<file path="src/rtl/scudsp_dma_ctrl.sv">
// SCU DSP DMA sequencer: moves N words between the D0 bus and a DSP data RAM bank
// or program RAM, stepping the bus address and optionally writing it back to RA0/WA0.
module scudsp_dma_ctrl (
    input  logic        CLK,
    input  logic        RST,
    input  logic        CE,
    input  logic        ST,
    input  logic        DIR,
    input  logic        PRGW,
    input  logic [1:0]  RAMS,
    input  logic [2:0]  ADDI,
    input  logic        HOLD,
    input  logic [7:0]  CNT,
    input  logic [24:0] RA0,
    input  logic [24:0] WA0,
    input  logic [31:0] RAM_Q,
    output logic [3:0]  RAM_WE,
    output logic [3:0]  RAM_RE,
    output logic [3:0]  CT_INC,
    output logic [31:0] RAM_D,
    output logic        PRG_WE,
    output logic [7:0]  PRG_ADDR,
    output logic [31:0] PRG_D,
    output logic [26:0] BUS_A,
    output logic        BUS_REQ,
    output logic        BUS_WE,
    output logic [31:0] BUS_DO,
    input  logic [31:0] BUS_DI,
    input  logic        BUS_ACK,
    output logic        RA0_WB,
    output logic        WA0_WB,
    output logic [24:0] ADDR_WB_VAL,
    output logic        BUSY,
    output logic        DONE
);

    localparam logic [2:0] S_IDLE   = 3'd0;
    localparam logic [2:0] S_REQ_RD = 3'd1;
    localparam logic [2:0] S_WR_RAM = 3'd2;
    localparam logic [2:0] S_RD_RAM = 3'd3;
    localparam logic [2:0] S_LATCH  = 3'd4;
    localparam logic [2:0] S_REQ_WR = 3'd5;
    localparam logic [2:0] S_FINISH = 3'd6;

    logic [2:0]  state_q, state_d;
    logic        dir_q, dir_d;
    logic        prgw_q, prgw_d;
    logic        hold_q, hold_d;
    logic [1:0]  rams_q, rams_d;
    logic [24:0] inc_q, inc_d;
    logic [24:0] addr_q, addr_d;
    logic [8:0]  cnt_q, cnt_d;
    logic [7:0]  prg_addr_q, prg_addr_d;
    logic [31:0] rd_data_q, rd_data_d;
    logic [31:0] bus_do_q, bus_do_d;

    logic [24:0] inc_sel;
    logic [3:0]  bank_oh;
    logic        to_prg;

    // PRGW only redirects writes; a RAM->D0 transfer always reads data RAM.
    assign to_prg  = prgw_q & ~dir_q;
    assign bank_oh = 4'b0001 << rams_q;
    assign inc_sel = (ADDI == 3'd0) ? 25'd0 : (25'd1 << (ADDI - 3'd1));

    always_comb begin
        state_d    = state_q;
        dir_d      = dir_q;
        prgw_d     = prgw_q;
        hold_d     = hold_q;
        rams_d     = rams_q;
        inc_d      = inc_q;
        addr_d     = addr_q;
        cnt_d      = cnt_q;
        prg_addr_d = prg_addr_q;
        rd_data_d  = rd_data_q;
        bus_do_d   = bus_do_q;
        if (CE) begin
            case (state_q)
                S_IDLE: begin
                    if (ST) begin
                        dir_d      = DIR;
                        prgw_d     = PRGW;
                        hold_d     = HOLD;
                        rams_d     = RAMS;
                        inc_d      = inc_sel;
                        addr_d     = DIR ? WA0 : RA0;
                        cnt_d      = (CNT == 8'd0) ? 9'd256 : {1'b0, CNT};
                        prg_addr_d = 8'd0;
                        state_d    = DIR ? S_RD_RAM : S_REQ_RD;
                    end
                end
                S_REQ_RD: begin
                    if (BUS_ACK) begin
                        rd_data_d = BUS_DI;
                        state_d   = S_WR_RAM;
                    end
                end
                S_WR_RAM: begin
                    if (to_prg) begin
                        prg_addr_d = prg_addr_q + 8'd1;
                    end
                    addr_d  = addr_q + inc_q;
                    cnt_d   = cnt_q - 9'd1;
                    state_d = (cnt_q == 9'd1) ? S_FINISH : S_REQ_RD;
                end
                S_RD_RAM: begin
                    state_d = S_LATCH;
                end
                S_LATCH: begin
                    bus_do_d = RAM_Q;
                    state_d  = S_REQ_WR;
                end
                S_REQ_WR: begin
                    if (BUS_ACK) begin
                        addr_d  = addr_q + inc_q;
                        cnt_d   = cnt_q - 9'd1;
                        state_d = (cnt_q == 9'd1) ? S_FINISH : S_RD_RAM;
                    end
                end
                S_FINISH: begin
                    state_d = S_IDLE;
                end
                default: begin
                    state_d = S_IDLE;
                end
            endcase
        end
    end

    always_ff @(posedge CLK) begin
        if (RST) begin
            state_q    <= S_IDLE;
            dir_q      <= 1'b0;
            prgw_q     <= 1'b0;
            hold_q     <= 1'b0;
            rams_q     <= 2'd0;
            inc_q      <= 25'd0;
            addr_q     <= 25'd0;
            cnt_q      <= 9'd0;
            prg_addr_q <= 8'd0;
            rd_data_q  <= 32'd0;
            bus_do_q   <= 32'd0;
        end else begin
            state_q    <= state_d;
            dir_q      <= dir_d;
            prgw_q     <= prgw_d;
            hold_q     <= hold_d;
            rams_q     <= rams_d;
            inc_q      <= inc_d;
            addr_q     <= addr_d;
            cnt_q      <= cnt_d;
            prg_addr_q <= prg_addr_d;
            rd_data_q  <= rd_data_d;
            bus_do_q   <= bus_do_d;
        end
    end

    // Strobes are gated by CE so they last exactly one enabled cycle.
    always_comb begin
        RAM_WE      = 4'd0;
        RAM_RE      = 4'd0;
        CT_INC      = 4'd0;
        PRG_WE      = 1'b0;
        BUS_REQ     = 1'b0;
        BUS_WE      = 1'b0;
        BUS_A       = 27'd0;
        DONE        = 1'b0;
        RA0_WB      = 1'b0;
        WA0_WB      = 1'b0;
        ADDR_WB_VAL = 25'd0;
        case (state_q)
            S_REQ_RD: begin
                BUS_REQ = 1'b1;
                BUS_A   = {addr_q, 2'b00};
            end
            S_WR_RAM: begin
                if (CE) begin
                    if (to_prg) begin
                        PRG_WE = 1'b1;
                    end else begin
                        RAM_WE = bank_oh;
                        CT_INC = bank_oh;
                    end
                end
            end
            S_RD_RAM: begin
                if (CE) begin
                    RAM_RE = bank_oh;
                    CT_INC = bank_oh;
                end
            end
            S_REQ_WR: begin
                BUS_REQ = 1'b1;
                BUS_WE  = 1'b1;
                BUS_A   = {addr_q, 2'b00};
            end
            S_FINISH: begin
                if (CE) begin
                    DONE = 1'b1;
                    if (!hold_q) begin
                        RA0_WB      = ~dir_q;
                        WA0_WB      = dir_q;
                        ADDR_WB_VAL = addr_q;
                    end
                end
            end
            default: begin
            end
        endcase
    end

    assign BUSY     = (state_q != S_IDLE);
    assign RAM_D    = rd_data_q;
    assign PRG_D    = rd_data_q;
    assign PRG_ADDR = prg_addr_q;
    assign BUS_DO   = bus_do_q;

endmodule

</file>
<file path="config.mk">
export PLATFORM = sky130hd
export DESIGN_NAME = scudsp_dma_ctrl
export DESIGN_NICKNAME = d
export VERILOG_FILES = /design/src/rtl/scudsp_dma_ctrl.sv
export SDC_FILE = /design/constraint.sdc
export NUM_CORES = 1
export LEC_CHECK = 0
export CORE_MARGIN = 10
export CORE_UTILIZATION = 45
export CTS_CLUSTER_SIZE = 16
export DETAILED_ROUTE_END_ITERATION = 8
export PLACE_DENSITY = 0.86
export SYNTH_ARGS = -nofsm -noshare
export SYNTH_HDL_FRONTEND = slang
export SYNTH_SLANG_ARGS = --single-unit
</file>
<file path="constraint.sdc">
create_clock -name CLK -period 7.7 [get_ports CLK]
set_clock_uncertainty 0.2 [all_clocks]
set_input_delay 1.54 -clock CLK [delete_from_list [all_inputs] [get_ports CLK]]
set_output_delay 1.54 -clock CLK [all_outputs]
set_load 0.1 [all_outputs]
</file>
==> results of run 1 <==
-- cell type report --
cell class,instances,area share [%]
Tap cell,184,2.299
Sequential cell,122,24.38
Clock buffer,28,5.159
Clock inverter,2,0.09994
Multi-Input combinational cell,651,37.38
Timing Repair Buffer,313,30.38
Inverter,8,0.2998
-- metal layers --
layer / vias up / wire length [um] / global-route usage (%)
li1: 3499 / - / -
met1: 3331 / 9337 / 24.85
met4: 0 / 532 / 7.763
met2: 321 / 12660 / 40.92
met3: 35 / 2344 / 7.310
met5: - / 0 / 0
-- placed cells by master (no fill, tap or decap), drive strengths merged, types with 8 or more instances in the layout --
master,synthesis,final
ha,13,13
nand3,19,19
and2,55,55
buf,50,35
a21oi,119,119
dfxtp,122,122
clkbuf,48,28
o21ai,21,21
o211ai,12,12
mux2i,21,21
clkdlybuf4s50,0,278
or4,8,8
and3,8,8
a211oi,9,9
a31oi,10,10
inv,8,8
nor3,31,31
nor4,8,8
xor2,8,8
nor2,36,36
nand2,179,179
-- state kept, by name, summed over array words and instances, names as in the netlist, 2 cells and up --
name,flops
PRG_D,32
rams_q,2
PRG_ADDR,8
cnt_q,9
addr_q,25
BUS_DO,32
inc_q,8
state_q,3
-- tightest hold or removal path, cell delays in order (launching register included) --
cell and delay [ns]:
sky130_fd_sc_hd__dfxtp_1 0.30, sky130_fd_sc_hd__nand2_1 0.05, sky130_fd_sc_hd__a21oi_1 0.05
-- how the worst max path moves through the flow --
stage	startpoint	endpoint	slack [ns]	cells after the start
3_5_place_dp	CE	ADDR_WB_VAL[10]	1.50	7
2_1_floorplan	CE	RA0_WB	0.15	5
6_report	CE	ADDR_WB_VAL[10]	1.45	7
3_3_place_gp	CE	ADDR_WB_VAL[16]	1.57	7
5_1_grt	CE	ADDR_WB_VAL[21]	1.37	7
4_1_cts	CE	ADDR_WB_VAL[10]	1.48	7
-- metrics by stage --
step | cells | worst slack (ns)
after detailed placement | 1278 | 1.497
final | 1308 | 1.454
after global placement | 1278 | 1.569
after CTS | 1308 | 1.477
after global routing | 1308 | 1.366
after floorplan | 880 | 0.1461
-- logic make-up after synthesis --
kind of cell	Yosys count	synth area share [%]
adders and majority gates	14	2.703
AOI/OAI and AO/OA	205	18.20
and+or+nand+nor	393	28.95
xor gates and xnor gates	11	1.426
DFF	122	36.13
other	1	0.05548
buffers and inverters	107	8.589
muxes	26	3.943
-- report_power, final --
| group | total [mW] | internal (mW) | switching [mW] |
|---|---|---|---|
| Combinational | 0.370 | 0.135 | 0.235 |
| Sequential | 0.686 | 0.654 | 0.0315 |
| Clock | 0.716 | 0.450 | 0.267 |
==> metrics.txt, run 1 <==
# TYPE chip_impl_metric gauge
chip_impl_info{name="outcome",value="completed"} 1
chip_impl_metric{name="clk-insertion-delay-late",unit="ns"} 0.41
chip_impl_metric{name="synth_cell_types",unit=""} 74
chip_impl_info{name="cp-start-kind",value="input pin"} 1
chip_impl_metric{name="area_growth",unit="%"} 48.19
chip_impl_metric{name="worst_ep_required_time",unit="ns"} 5.96
chip_impl_metric{name="critPathArrivalTime",unit="ns"} 4.51
chip_impl_metric{name="cts_made_buffers",unit=""} 17
chip_impl_metric{name="via_count_of_the_routed_design",unit=""} 7186
chip_impl_metric{name="detail_route.wirelength",unit="um"} 24880
chip_impl_info{name="synth_area_leader_cell",value="sky130_fd_sc_hd__dfxtp_1"} 1
chip_impl_metric{name="worst-r2r-setup-slack",unit="ns"} 4.56
chip_impl_info{name="critical_r2r_capture",value="addr_q[24]$_SDFFE_PP0P_"} 1
chip_impl_metric{name="detail-route-antenna-nets",unit=""} 0
chip_impl_metric{name="die_w",unit="um"} 142.6
chip_impl_metric{name="holdPathStages",unit=""} 2
chip_impl_metric{name="final_nets",unit=""} 1262
chip_impl_info{name="dominantRegCellSynth",value="sky130_fd_sc_hd__dfxtp_1"} 1
chip_impl_info{name="critical_path.slowest_cell",value="sky130_fd_sc_hd__clkdlybuf4s50_1"} 1
chip_impl_info{name="worst_setup_path_end_kind",value="primary output"} 1
chip_impl_metric{name="number_of_diodes",unit=""} 0
chip_impl_info{name="tritoncts",value="built"} 1
chip_impl_metric{name="yosysWarningCount",unit=""} 0
chip_impl_metric{name="vdd.ir_drop.worst",unit="uV"} 149.0
chip_impl_metric{name="synth_area_per_cell",unit="um^2"} 7.689
chip_impl_metric{name="gpl.final_weighted_congestion",unit=""} 0.8861
chip_impl_metric{name="die_height",unit="um"} 142.6
chip_impl_metric{name="max_h_tree_level",unit=""} 4
chip_impl_metric{name="cts_setup_buffers",unit=""} 0
chip_impl_metric{name="clock_tree.buffer_depth",unit=""} 2
chip_impl_metric{name="grt.overflow.total",unit=""} 0
chip_impl_metric{name="fin_setup_tns",unit="ns"} 0
chip_impl_metric{name="grt_pass1_wl",unit="um"} 37120
chip_impl_metric{name="fmax",unit="MHz"} 160.1
chip_impl_metric{name="detailedRoute.firstPassIterationCount",unit=""} 4
chip_impl_metric{name="grt_max_degree",unit=""} 64
chip_impl_metric{name="clkSinkCount",unit=""} 122
chip_impl_metric{name="post-synth-top-area-fraction",unit="%"} 36.13
chip_impl_metric{name="drive_gt1_share",unit="%"} 7.384
chip_impl_metric{name="fp-row-count",unit=""} 44
chip_impl_metric{name="nFillCells",unit=""} 1236
chip_impl_metric{name="fin_worst_hold_slack",unit="ns"} 0.2515
chip_impl_metric{name="critical_path_peak_fanout",unit=""} 20
chip_impl_metric{name="boundaryPins",unit=""} 310
chip_impl_metric{name="static-leakage-power",unit="nW"} 3.685
chip_impl_metric{name="grt_pass1_vias",unit=""} 6904
chip_impl_metric{name="powerDensity",unit="nW/um^2"} 177.0
chip_impl_metric{name="multi_input_comb_area",unit="um^2"} 3744
chip_impl_metric{name="final_hold_viol_count",unit=""} 0
chip_impl_metric{name="power.total",unit="mW"} 1.772
chip_impl_metric{name="final-seq-area",unit="um^2"} 2442
chip_impl_metric{name="placed_cell_area",unit="um^2"} 9489
chip_impl_metric{name="synth.yosys.seq_area_share",unit="%"} 36.13
chip_impl_metric{name="asyncSetResetFlopFracSynth",unit="%"} 0
chip_impl_metric{name="grt_antenna_before_repair",unit=""} 0
chip_impl_info{name="clock_tree.root_cell",value="sky130_fd_sc_hd__clkbuf_16"} 1
chip_impl_info{name="dominant_cell_by_count_in_the_synthesized_netlist",value="sky130_fd_sc_hd__nand2_1"} 1
chip_impl_metric{name="resized_cells_post_cts",unit=""} 0
chip_impl_info{name="rsz0062_at_grt",value="no"} 1
chip_impl_info{name="worst-setup-path-type",value="in2out"} 1
chip_impl_info{name="hold_end",value="BUS_DO[19]$_SDFFE_PP0P_"} 1
chip_impl_info{name="hold_path.startpoint",value="BUS_DO[19]$_SDFFE_PP0P_"} 1
chip_impl_info{name="critical_path.most_common_cell",value="sky130_fd_sc_hd__buf_4"} 1
chip_impl_metric{name="initial_standard_cell_utilization_of_the_core",unit="%"} 46.16
chip_impl_metric{name="drv.max_cap_violation_count",unit=""} 0
chip_impl_metric{name="timing.reg2reg.worst_path_depth",unit=""} 6
chip_impl_metric{name="finalCriticalPeriod",unit="ns"} 6.246
chip_impl_metric{name="finalSetupViolations",unit=""} 0
chip_impl_metric{name="final_core_utilization",unit="%"} 68.40
chip_impl_metric{name="mapped_cells",unit=""} 879
chip_impl_metric{name="core-area",unit="um^2"} 14640
chip_impl_metric{name="path_buf_inv",unit=""} 3
chip_impl_info{name="regToRegStartpoint",value="state_q[1]$_SDFFE_PP0P_"} 1
chip_impl_metric{name="synth_edf_count",unit=""} 0
chip_impl_metric{name="placement.io_buffers",unit=""} 307
chip_impl_info{name="worst_path_dominant_cell_family",value="buffers and inverters"} 1
chip_impl_metric{name="critPathMaxStageDelay",unit="ns"} 0.86
chip_impl_metric{name="syn_area",unit="um^2"} 6759
chip_impl_metric{name="viasPerCell",unit=""} 5.494
chip_impl_info{name="path_cells",value="clkdlybuf4s50_1 > nand2_1 > nor3b_1 > nor2b_1 > buf_4 > and2_1 > buf_4"} 1
chip_impl_info{name="top_cells_by_area_in_the_synthesized_netlist",value="sky130_fd_sc_hd__dfxtp_1 (36%), sky130_fd_sc_hd__nand2_1 (9.9%), sky130_fd_sc_hd__a21oi_1 (8.7%), sky130_fd_sc_hd__and2_1 (4.9%), sky130_fd_sc_hd__buf_4 (3.8%)"} 1
chip_impl_metric{name="wl_per_cell",unit="um"} 19.02
chip_impl_metric{name="design_area",unit="um^2"} 10020
chip_impl_metric{name="hold_buffers",unit=""} 0
chip_impl_metric{name="dieArea",unit="um^2"} 20320
chip_impl_metric{name="clk_pin_slew",unit="ns"} 0.05
chip_impl_metric{name="detail_route.drc_violations",unit=""} 0
chip_impl_metric{name="yosys_register_bits",unit=""} 122
chip_impl_metric{name="hpwl",unit="um"} 18580
chip_impl_info{name="hold_class",value="reg2reg"} 1
chip_impl_metric{name="finalCritPeriodShare",unit="%"} 81.11
chip_impl_metric{name="worst_max_slew_margin_expressed_relative_to_the_limit",unit="%"} 22.00
chip_impl_metric{name="grt_use_total",unit="%"} 22.85
chip_impl_info{name="netlist_top_cells_count",value="sky130_fd_sc_hd__nand2_1 (178), sky130_fd_sc_hd__dfxtp_1 (122), sky130_fd_sc_hd__a21oi_1 (118)"} 1
chip_impl_metric{name="maxSlewViolCount",unit=""} 0
chip_impl_metric{name="worst-slew-pin-transition",unit="ns"} 1.170
chip_impl_metric{name="drt_iter0_drc",unit=""} 519
No activity file was read; power rests on OpenSTA's default activity.
==> run 2, diff against run 1 <==
--- a/config.mk
+++ b/config.mk
@@ -6,10 +6,10 @@
 export NUM_CORES = 1
 export LEC_CHECK = 0
 export CORE_MARGIN = 10
-export CORE_UTILIZATION = 45
+export CORE_UTILIZATION = 42
 export CTS_CLUSTER_SIZE = 16
 export DETAILED_ROUTE_END_ITERATION = 8
-export PLACE_DENSITY = 0.86
+export PLACE_DENSITY = 0.81
 export SYNTH_ARGS = -nofsm -noshare
 export SYNTH_HDL_FRONTEND = slang
 export SYNTH_SLANG_ARGS = --single-unit
==> constraint.sdc (replaced) <==
create_clock -name CLK -period 6.2 [get_ports CLK]
set_clock_uncertainty 0.2 [all_clocks]
set_input_delay 1.24 -clock CLK [delete_from_list [all_inputs] [get_ports CLK]]
set_output_delay 1.24 -clock CLK [all_outputs]
set_load 0.1 [all_outputs]
==> run 2 against run 1 <==
Against the previous run: register-to-register slack got worse by 1.6 ns; final cell count increased by 3.1%; final area grew 1.9%; combinational power is 24% higher; first-iteration DRC count decreased by 12%; die area grew 6.1%; largest power group unchanged; highest routed layer unchanged.
==> metrics.txt, run 2 (synthesized netlist as in run 1, its figures left out) <==
# TYPE chip_impl_metric gauge
chip_impl_metric{name="gpl.final_weighted_congestion",unit=""} 0.8773
chip_impl_metric{name="static-leakage-power",unit="nW"} 3.786
chip_impl_metric{name="fin_setup_tns",unit="ns"} 0
chip_impl_metric{name="finalCritPeriodShare",unit="%"} 75.33
chip_impl_metric{name="proportion_of_power_drawn_by_flip_flops_and_latches",unit="%"} 35.3
chip_impl_metric{name="holdPathStages",unit=""} 2
chip_impl_metric{name="vdd.ir_drop.worst",unit="uV"} 174.3
chip_impl_metric{name="fin_worst_hold_slack",unit="ns"} 0.2529
chip_impl_info{name="critical_path.most_common_cell",value="sky130_fd_sc_hd__buf_4"} 1
chip_impl_metric{name="final_hold_viol_count",unit=""} 0
chip_impl_metric{name="timing.reg2reg.worst_path_depth",unit=""} 6
chip_impl_info{name="outcome",value="completed"} 1
chip_impl_metric{name="clk-insertion-delay-late",unit="ns"} 0.41
chip_impl_metric{name="dieArea",unit="um^2"} 21570
chip_impl_metric{name="worst-path-stages",unit=""} 8
chip_impl_metric{name="final_core_utilization",unit="%"} 64.48
chip_impl_metric{name="final_nets",unit=""} 1266
chip_impl_metric{name="wl_per_cell",unit="um"} 18.52
chip_impl_metric{name="initial_standard_cell_utilization_of_the_core",unit="%"} 42.70
chip_impl_metric{name="path_buf_inv",unit=""} 4
chip_impl_metric{name="worst-slew-pin-transition",unit="ns"} 1.114
chip_impl_metric{name="grt_use_total",unit="%"} 21.91
chip_impl_metric{name="boundaryPins",unit=""} 310
chip_impl_metric{name="grt_pass1_vias",unit=""} 6904
chip_impl_metric{name="resized_cells_post_cts",unit=""} 0
chip_impl_metric{name="max_h_tree_level",unit=""} 4
chip_impl_metric{name="worst_ep_required_time",unit="ns"} 4.76
chip_impl_metric{name="cts_made_buffers",unit=""} 17
chip_impl_metric{name="grt_max_degree",unit=""} 70
chip_impl_metric{name="powerDensity",unit="nW/um^2"} 236.7
chip_impl_metric{name="dp_worst_setup_slack",unit="ns"} 1.588
chip_impl_metric{name="fmax",unit="MHz"} 214.1
chip_impl_metric{name="detail_route.wirelength",unit="um"} 24970
chip_impl_metric{name="grt_pass1_wl",unit="um"} 38360
chip_impl_metric{name="clkSinkCount",unit=""} 122
chip_impl_info{name="cp-start-kind",value="input pin"} 1
chip_impl_metric{name="core-area",unit="um^2"} 15830
chip_impl_info{name="worst_setup_path_end_kind",value="primary output"} 1
chip_impl_metric{name="critical_path_peak_fanout",unit=""} 21
chip_impl_metric{name="finalWorstSetupSlack",unit="ns"} 1.530
chip_impl_metric{name="die_height",unit="um"} 146.9
chip_impl_metric{name="finalCriticalPeriod",unit="ns"} 4.670
chip_impl_metric{name="die_w",unit="um"} 146.9
chip_impl_metric{name="finalSetupViolations",unit=""} 0
chip_impl_metric{name="viasPerCell",unit=""} 5.353
chip_impl_metric{name="detail-route-antenna-nets",unit=""} 0
chip_impl_info{name="mostFrequentLayoutCells",value="sky130_fd_sc_hd__clkdlybuf4s50_1 (264), sky130_fd_sc_hd__nand2_1 (178), sky130_fd_sc_hd__dfxtp_1 (122)"} 1
chip_impl_info{name="clock_tree.root_cell",value="sky130_fd_sc_hd__clkbuf_16"} 1
chip_impl_info{name="critical_path.slowest_cell",value="sky130_fd_sc_hd__clkdlybuf4s50_1"} 1
chip_impl_metric{name="detailedRoute.firstPassIterationCount",unit=""} 5
chip_impl_metric{name="drive_gt1_share",unit="%"} 9.646
chip_impl_metric{name="maxSlewViolCount",unit=""} 0
chip_impl_info{name="rsz0062_at_grt",value="no"} 1
chip_impl_info{name="mostFrequentLayoutCell",value="sky130_fd_sc_hd__clkdlybuf4s50_1"} 1
chip_impl_metric{name="clock_tree.buffer_depth",unit=""} 2
chip_impl_metric{name="critPathArrivalTime",unit="ns"} 3.23
chip_impl_metric{name="worst_max_slew_margin_expressed_relative_to_the_limit",unit="%"} 25.66
chip_impl_metric{name="placement.io_buffers",unit=""} 307
chip_impl_metric{name="net-switching-power",unit="uW"} 707.2
chip_impl_metric{name="hpwl",unit="um"} 18800
chip_impl_metric{name="area_growth",unit="%"} 51.00
chip_impl_info{name="worst-setup-path-type",value="in2out"} 1
chip_impl_metric{name="hold_buffers",unit=""} 0
chip_impl_metric{name="grt.overflow.total",unit=""} 0
chip_impl_info{name="hold_class",value="reg2reg"} 1
chip_impl_metric{name="drt_iter0_drc",unit=""} 457
chip_impl_metric{name="detail_route.drc_violations",unit=""} 0
chip_impl_metric{name="power_frac_comb",unit="%"} 19.0
chip_impl_metric{name="drv.max_cap_violation_count",unit=""} 0
chip_impl_info{name="worst_path_dominant_cell_family",value="buffers and inverters"} 1
chip_impl_metric{name="pwr-share-clk",unit="%"} 45.7
chip_impl_metric{name="cts_setup_buffers",unit=""} 0
chip_impl_metric{name="grt_antenna_before_repair",unit=""} 1
chip_impl_metric{name="power.internal",unit="mW"} 1.709
chip_impl_metric{name="critPathMaxStageDelay",unit="ns"} 0.47
chip_impl_metric{name="fp-row-count",unit=""} 46
chip_impl_metric{name="switching_part_of_the_total_power",unit="%"} 29.28
chip_impl_info{name="path_cells",value="clkdlybuf4s50_1 > buf_4 > nand2_1 > nor3b_2 > nor2b_1 > buf_4 > and2_1 > buf_4"} 1
chip_impl_metric{name="clk_pin_slew",unit="ns"} 0.06
chip_impl_metric{name="via_count_of_the_routed_design",unit=""} 7216
chip_impl_info{name="tritoncts",value="built"} 1
## run 2: cell types whose count changed in the layout (fill, tap and decap cells not counted)
cell                              before  now
sky130_fd_sc_hd__inv_6                 0    2
sky130_fd_sc_hd__clkinvlp_4            0    3
sky130_fd_sc_hd__diode_2               0    2
sky130_fd_sc_hd__clkbuf_1              6    1
sky130_fd_sc_hd__nor3b_2               1    2
sky130_fd_sc_hd__nor3b_1               1    0
sky130_fd_sc_hd__clkdlybuf4s50_1     278  264
sky130_fd_sc_hd__clkbuf_8              5    1
sky130_fd_sc_hd__bufinv_16             0    5
sky130_fd_sc_hd__clkinv_2              2    0
sky130_fd_sc_hd__buf_12                0    1
sky130_fd_sc_hd__buf_4                34   51
sky130_fd_sc_hd__clkinv_4              0    3
## run 2: power groups by stage
stage	clock network (mW)	logic, mW	registers [mW]
after floorplan	0	0.264	0.899
after global placement	0	0.452	0.868
after detailed placement	0	0.457	0.869
after CTS	1.12	0.460	0.852
after global routing	1.15	0.488	0.857
final	1.10	0.460	0.853
## run 2: area by class of cell
type | instances | area [um^2]
multi-input cells | 651 | 3749
flip-flops and latches | 122 | 2442
fillers | 1375 | 5622
well taps | 216 | 270.3
inverters | 8 | 30.03
clock buffers | 19 | 442.9
clock inverters | 13 | 216.5
diodes | 2 | 5.005
repair buffers | 317 | 3050
## run 2: worst paths after layout
path	startpoint	to	slack (ns)
setup / recovery	CE	ADDR_WB_VAL[13]	1.53
setup reg to reg	state_q[1]$_SDFFE_PP0P_	addr_q[24]$_SDFFE_PP0P_	3.00
hold reg to reg	BUS_DO[22]$_SDFFE_PP0P_	BUS_DO[22]$_SDFFE_PP0P_	0.25
hold / removal	BUS_DO[22]$_SDFFE_PP0P_	BUS_DO[22]$_SDFFE_PP0P_	0.25
## run 2: metrics by stage
step | cell area (um^2) | instances | power (mW)
6_report | 10210 | 1348 | 2.416
5_1_grt | 10200 | 1347 | 2.499
4_1_cts | 10200 | 1346 | 2.432
3_5_place_dp | 9542 | 1314 | 1.326
3_3_place_gp | 9542 | 1314 | 1.320
2_1_floorplan | 6768 | 880 | 1.162
## run 2: per-layer routing
layer	vias up	GRT usage, %	wire length [um]
met3	38	6.204	2118
met2	297	37.84	12400
met5	-	0	0
met4	0	7.908	558
li1	3521	-	-
met1	3360	25.21	9891
## run 2: worst min-delay path: cells and delay by family, from the launching register on
family / cells / cell delay [ns]
AOI/OAI and AO/OA: 1 / 0.05
DFF: 1 / 0.30
and+or+nand+nor: 1 / 0.05
==> run 3, diff against run 2 <==
--- a/config.mk
+++ b/config.mk
@@ -6,10 +6,10 @@
 export NUM_CORES = 1
 export LEC_CHECK = 0
 export CORE_MARGIN = 10
-export CORE_UTILIZATION = 42
+export CORE_UTILIZATION = 38
 export CTS_CLUSTER_SIZE = 16
 export DETAILED_ROUTE_END_ITERATION = 8
-export PLACE_DENSITY = 0.81
+export PLACE_DENSITY = 0.77
 export SYNTH_ARGS = -nofsm -noshare
 export SYNTH_HDL_FRONTEND = slang
 export SYNTH_SLANG_ARGS = --single-unit
==> constraint.sdc (replaced) <==
create_clock -name CLK -period 3.9 [get_ports CLK]
set_clock_uncertainty 0.2 [all_clocks]
set_input_delay 0.78 -clock CLK [delete_from_list [all_inputs] [get_ports CLK]]
set_output_delay 0.78 -clock CLK [all_outputs]
set_load 0.1 [all_outputs]
==> run 3 against run 2 <==
Against the previous run: non-clock buffer count grew 6; critical path depth is 1 lower; sequential power grew 59%; die area rose by 9.1%; sequential share of layout area fell by 1.3 points; first-iteration DRC count is 6.6% higher; clock-buffer cell count rose by 7; total power up 61%; final area rose by 5.9%; critical endpoint is now ADDR_WB_VAL[10].
==> metrics.txt, run 3 (synthesized netlist as in run 1, its figures left out) <==
# TYPE chip_impl_metric gauge
chip_impl_metric{name="finalSetupViolations",unit=""} 0
chip_impl_metric{name="proportion_of_power_drawn_by_flip_flops_and_latches",unit="%"} 34.9
chip_impl_info{name="worst_path_dominant_cell_family",value="simple AND/OR/NAND/NOR gates"} 1
chip_impl_metric{name="clkSinkCount",unit=""} 122
chip_impl_metric{name="critical_path_peak_fanout",unit=""} 25
chip_impl_info{name="tritoncts",value="built"} 1
chip_impl_metric{name="finalCritPeriodShare",unit="%"} 94.58
chip_impl_info{name="rsz0062_at_grt",value="no"} 1
chip_impl_metric{name="grt_max_degree",unit=""} 45
chip_impl_metric{name="max_h_tree_level",unit=""} 4
chip_impl_metric{name="clk-insertion-delay-late",unit="ns"} 0.41
chip_impl_metric{name="critPathMaxStageDelay",unit="ns"} 0.49
chip_impl_metric{name="power.internal",unit="mW"} 2.802
chip_impl_metric{name="finalCriticalPeriod",unit="ns"} 3.689
chip_impl_metric{name="net-switching-power",unit="mW"} 1.077
chip_impl_metric{name="detail_route.drc_violations",unit=""} 0
chip_impl_metric{name="static-leakage-power",unit="nW"} 4.034
chip_impl_info{name="worst-setup-path-type",value="in2out"} 1
chip_impl_metric{name="cts_made_buffers",unit=""} 17
chip_impl_metric{name="fp-row-count",unit=""} 48
chip_impl_info{name="mostFrequentLayoutCells",value="sky130_fd_sc_hd__clkdlybuf4s50_1 (235), sky130_fd_sc_hd__nand2_1 (178), sky130_fd_sc_hd__dfxtp_1 (122)"} 1
chip_impl_metric{name="timing.reg2reg.worst_path_depth",unit=""} 8
chip_impl_metric{name="dieArea",unit="um^2"} 23520
chip_impl_metric{name="vdd.ir_drop.worst",unit="uV"} 300.9
chip_impl_metric{name="final_core_utilization",unit="%"} 62.27
chip_impl_metric{name="detailedRoute.firstPassIterationCount",unit=""} 5
chip_impl_metric{name="number_of_diodes",unit=""} 0
chip_impl_metric{name="placement.io_buffers",unit=""} 307
chip_impl_metric{name="grt_antenna_before_repair",unit=""} 0
chip_impl_info{name="worst_setup_path_end_kind",value="primary output"} 1
chip_impl_metric{name="clock_tree.buffer_depth",unit=""} 2
chip_impl_metric{name="grt_use_total",unit="%"} 20.96
chip_impl_metric{name="worst_ep_required_time",unit="ns"} 2.92
chip_impl_metric{name="final_nets",unit=""} 1272
chip_impl_info{name="critical_r2r_capture",value="addr_q[16]$_SDFFE_PP0P_"} 1
chip_impl_metric{name="resized_cells_post_cts",unit=""} 0
chip_impl_metric{name="wl_per_cell",unit="um"} 18.95
chip_impl_metric{name="fin_worst_hold_slack",unit="ns"} 0.2508
chip_impl_metric{name="gpl.final_weighted_congestion",unit=""} 0.8886
chip_impl_metric{name="fmax",unit="MHz"} 271.1
chip_impl_info{name="mostFrequentLayoutCell",value="sky130_fd_sc_hd__clkdlybuf4s50_1"} 1
chip_impl_metric{name="worst-slew-pin-transition",unit="ns"} 1.039
chip_impl_metric{name="via_count_of_the_routed_design",unit=""} 7250
chip_impl_info{name="path_cells",value="clkdlybuf4s50_1 > nand2_1 > nor3b_4 > nor2b_1 > buf_12 > and2_1 > buf_12"} 1
chip_impl_metric{name="clk_pin_slew",unit="ns"} 0.05
chip_impl_metric{name="power.total",unit="mW"} 3.880
chip_impl_metric{name="pwr-share-clk",unit="%"} 45.8
chip_impl_metric{name="worst_max_slew_margin_expressed_relative_to_the_limit",unit="%"} 30.53
chip_impl_metric{name="cts_setup_buffers",unit=""} 0
chip_impl_info{name="regToRegStartpoint",value="addr_q[0]$_SDFFE_PP0P_"} 1
chip_impl_metric{name="drv.max_cap_violation_count",unit=""} 0
chip_impl_info{name="hold_path.startpoint",value="BUS_DO[16]$_SDFFE_PP0P_"} 1
chip_impl_metric{name="design_area",unit="um^2"} 10810
chip_impl_metric{name="core-area",unit="um^2"} 17360
chip_impl_metric{name="power_frac_comb",unit="%"} 19.3
chip_impl_metric{name="path_buf_inv",unit=""} 3
chip_impl_metric{name="maxSlewViolCount",unit=""} 0
chip_impl_metric{name="detail_route.wirelength",unit="um"} 25790
chip_impl_metric{name="area_growth",unit="%"} 59.90
chip_impl_metric{name="drt_iter0_drc",unit=""} 487
chip_impl_metric{name="detail-route-antenna-nets",unit=""} 0
chip_impl_info{name="clock_tree.root_cell",value="sky130_fd_sc_hd__clkbuf_16"} 1
chip_impl_info{name="setup.worst_path.start",value="CE"} 1
chip_impl_metric{name="boundaryPins",unit=""} 310
chip_impl_metric{name="worst-r2r-setup-slack",unit="ns"} 0.86
chip_impl_metric{name="fin_setup_tns",unit="ns"} 0
chip_impl_metric{name="switching_part_of_the_total_power",unit="%"} 27.77
chip_impl_metric{name="grt.overflow.total",unit=""} 0
chip_impl_metric{name="viasPerCell",unit=""} 5.327
chip_impl_metric{name="final_hold_viol_count",unit=""} 0
chip_impl_info{name="cp-start-kind",value="input pin"} 1
chip_impl_metric{name="drive_gt1_share",unit="%"} 15.23
chip_impl_metric{name="die_height",unit="um"} 153.4
chip_impl_info{name="hold_end",value="BUS_DO[16]$_SDFFE_PP0P_"} 1
chip_impl_metric{name="grt_pass1_wl",unit="um"} 39960
chip_impl_metric{name="placed_cell_area",unit="um^2"} 10130
chip_impl_metric{name="critPathArrivalTime",unit="ns"} 2.71
chip_impl_info{name="hold_class",value="reg2reg"} 1
chip_impl_metric{name="initial_standard_cell_utilization_of_the_core",unit="%"} 38.94
chip_impl_metric{name="hpwl",unit="um"} 19490
chip_impl_metric{name="powerDensity",unit="nW/um^2"} 359.0
chip_impl_info{name="critical_path.most_common_cell",value="sky130_fd_sc_hd__buf_12"} 1
chip_impl_info{name="outcome",value="completed"} 1
chip_impl_metric{name="die_w",unit="um"} 153.4
chip_impl_metric{name="hold_buffers",unit=""} 0
chip_impl_metric{name="grt_pass1_vias",unit=""} 7021
chip_impl_info{name="critical_path.slowest_cell",value="sky130_fd_sc_hd__clkdlybuf4s50_1"} 1
chip_impl_metric{name="holdPathStages",unit=""} 2
run 3: layer usage:
metal	up-vias	share of wire [%]	global-route usage, %
met5	-	0	0
met1	3375	39	23.92
met3	35	7.9	6.285
met2	307	51	36.35
li1	3533	-	-
met4	0	2.2	7.152
run 3: worst reg2reg max path: cells and delay by family, from the launching register on:
family,cells,cell delay [ns]
flops,1,0.34
fa+ha+maj,2,0.64
compound gates,4,1.21
simple gates,2,0.54
run 3: power groups by stage:
| stage | sequential (mW) | clock (mW) | combinational [mW] |
|---|---|---|---|
| after floorplan | 1.43 | 0 | 0.423 |
| after global placement | 1.38 | 0 | 0.737 |
| after detailed placement | 1.38 | 0 | 0.745 |
| after CTS | 1.35 | 1.80 | 0.749 |
| after global routing | 1.36 | 1.86 | 0.796 |
| final | 1.36 | 1.78 | 0.747 |
run 3: worst max-delay path by stage:
stage / cells after the start / to / slack (ns)
finish: 7 / ADDR_WB_VAL[10] / 0.21
global route: 7 / ADDR_WB_VAL[10] / 0.12
CTS: 7 / ADDR_WB_VAL[10] / 0.23
detailed placement: 7 / ADDR_WB_VAL[10] / 0.26
global placement: 7 / ADDR_WB_VAL[10] / 0.28
floorplan: 6 / ADDR_WB_VAL[10] / -0.32
run 3: layout make-up:
class,instances,area (um^2)
multi-input cells,651,3844
fillers,1509,6549
repair buffers,323,3536
clock inverters,6,155.1
well taps,225,281.5
inverters,8,30.03
flip-flops and latches,122,2442
clock buffers,26,519.2
run 3: through the flow:
step / std cells / setup slack (ns)
2_1_floorplan: 880 / -0.3232
3_3_place_gp: 1329 / 0.2766
3_5_place_dp: 1329 / 0.2585
4_1_cts: 1361 / 0.2267
5_1_grt: 1361 / 0.1229
6_report: 1361 / 0.2113
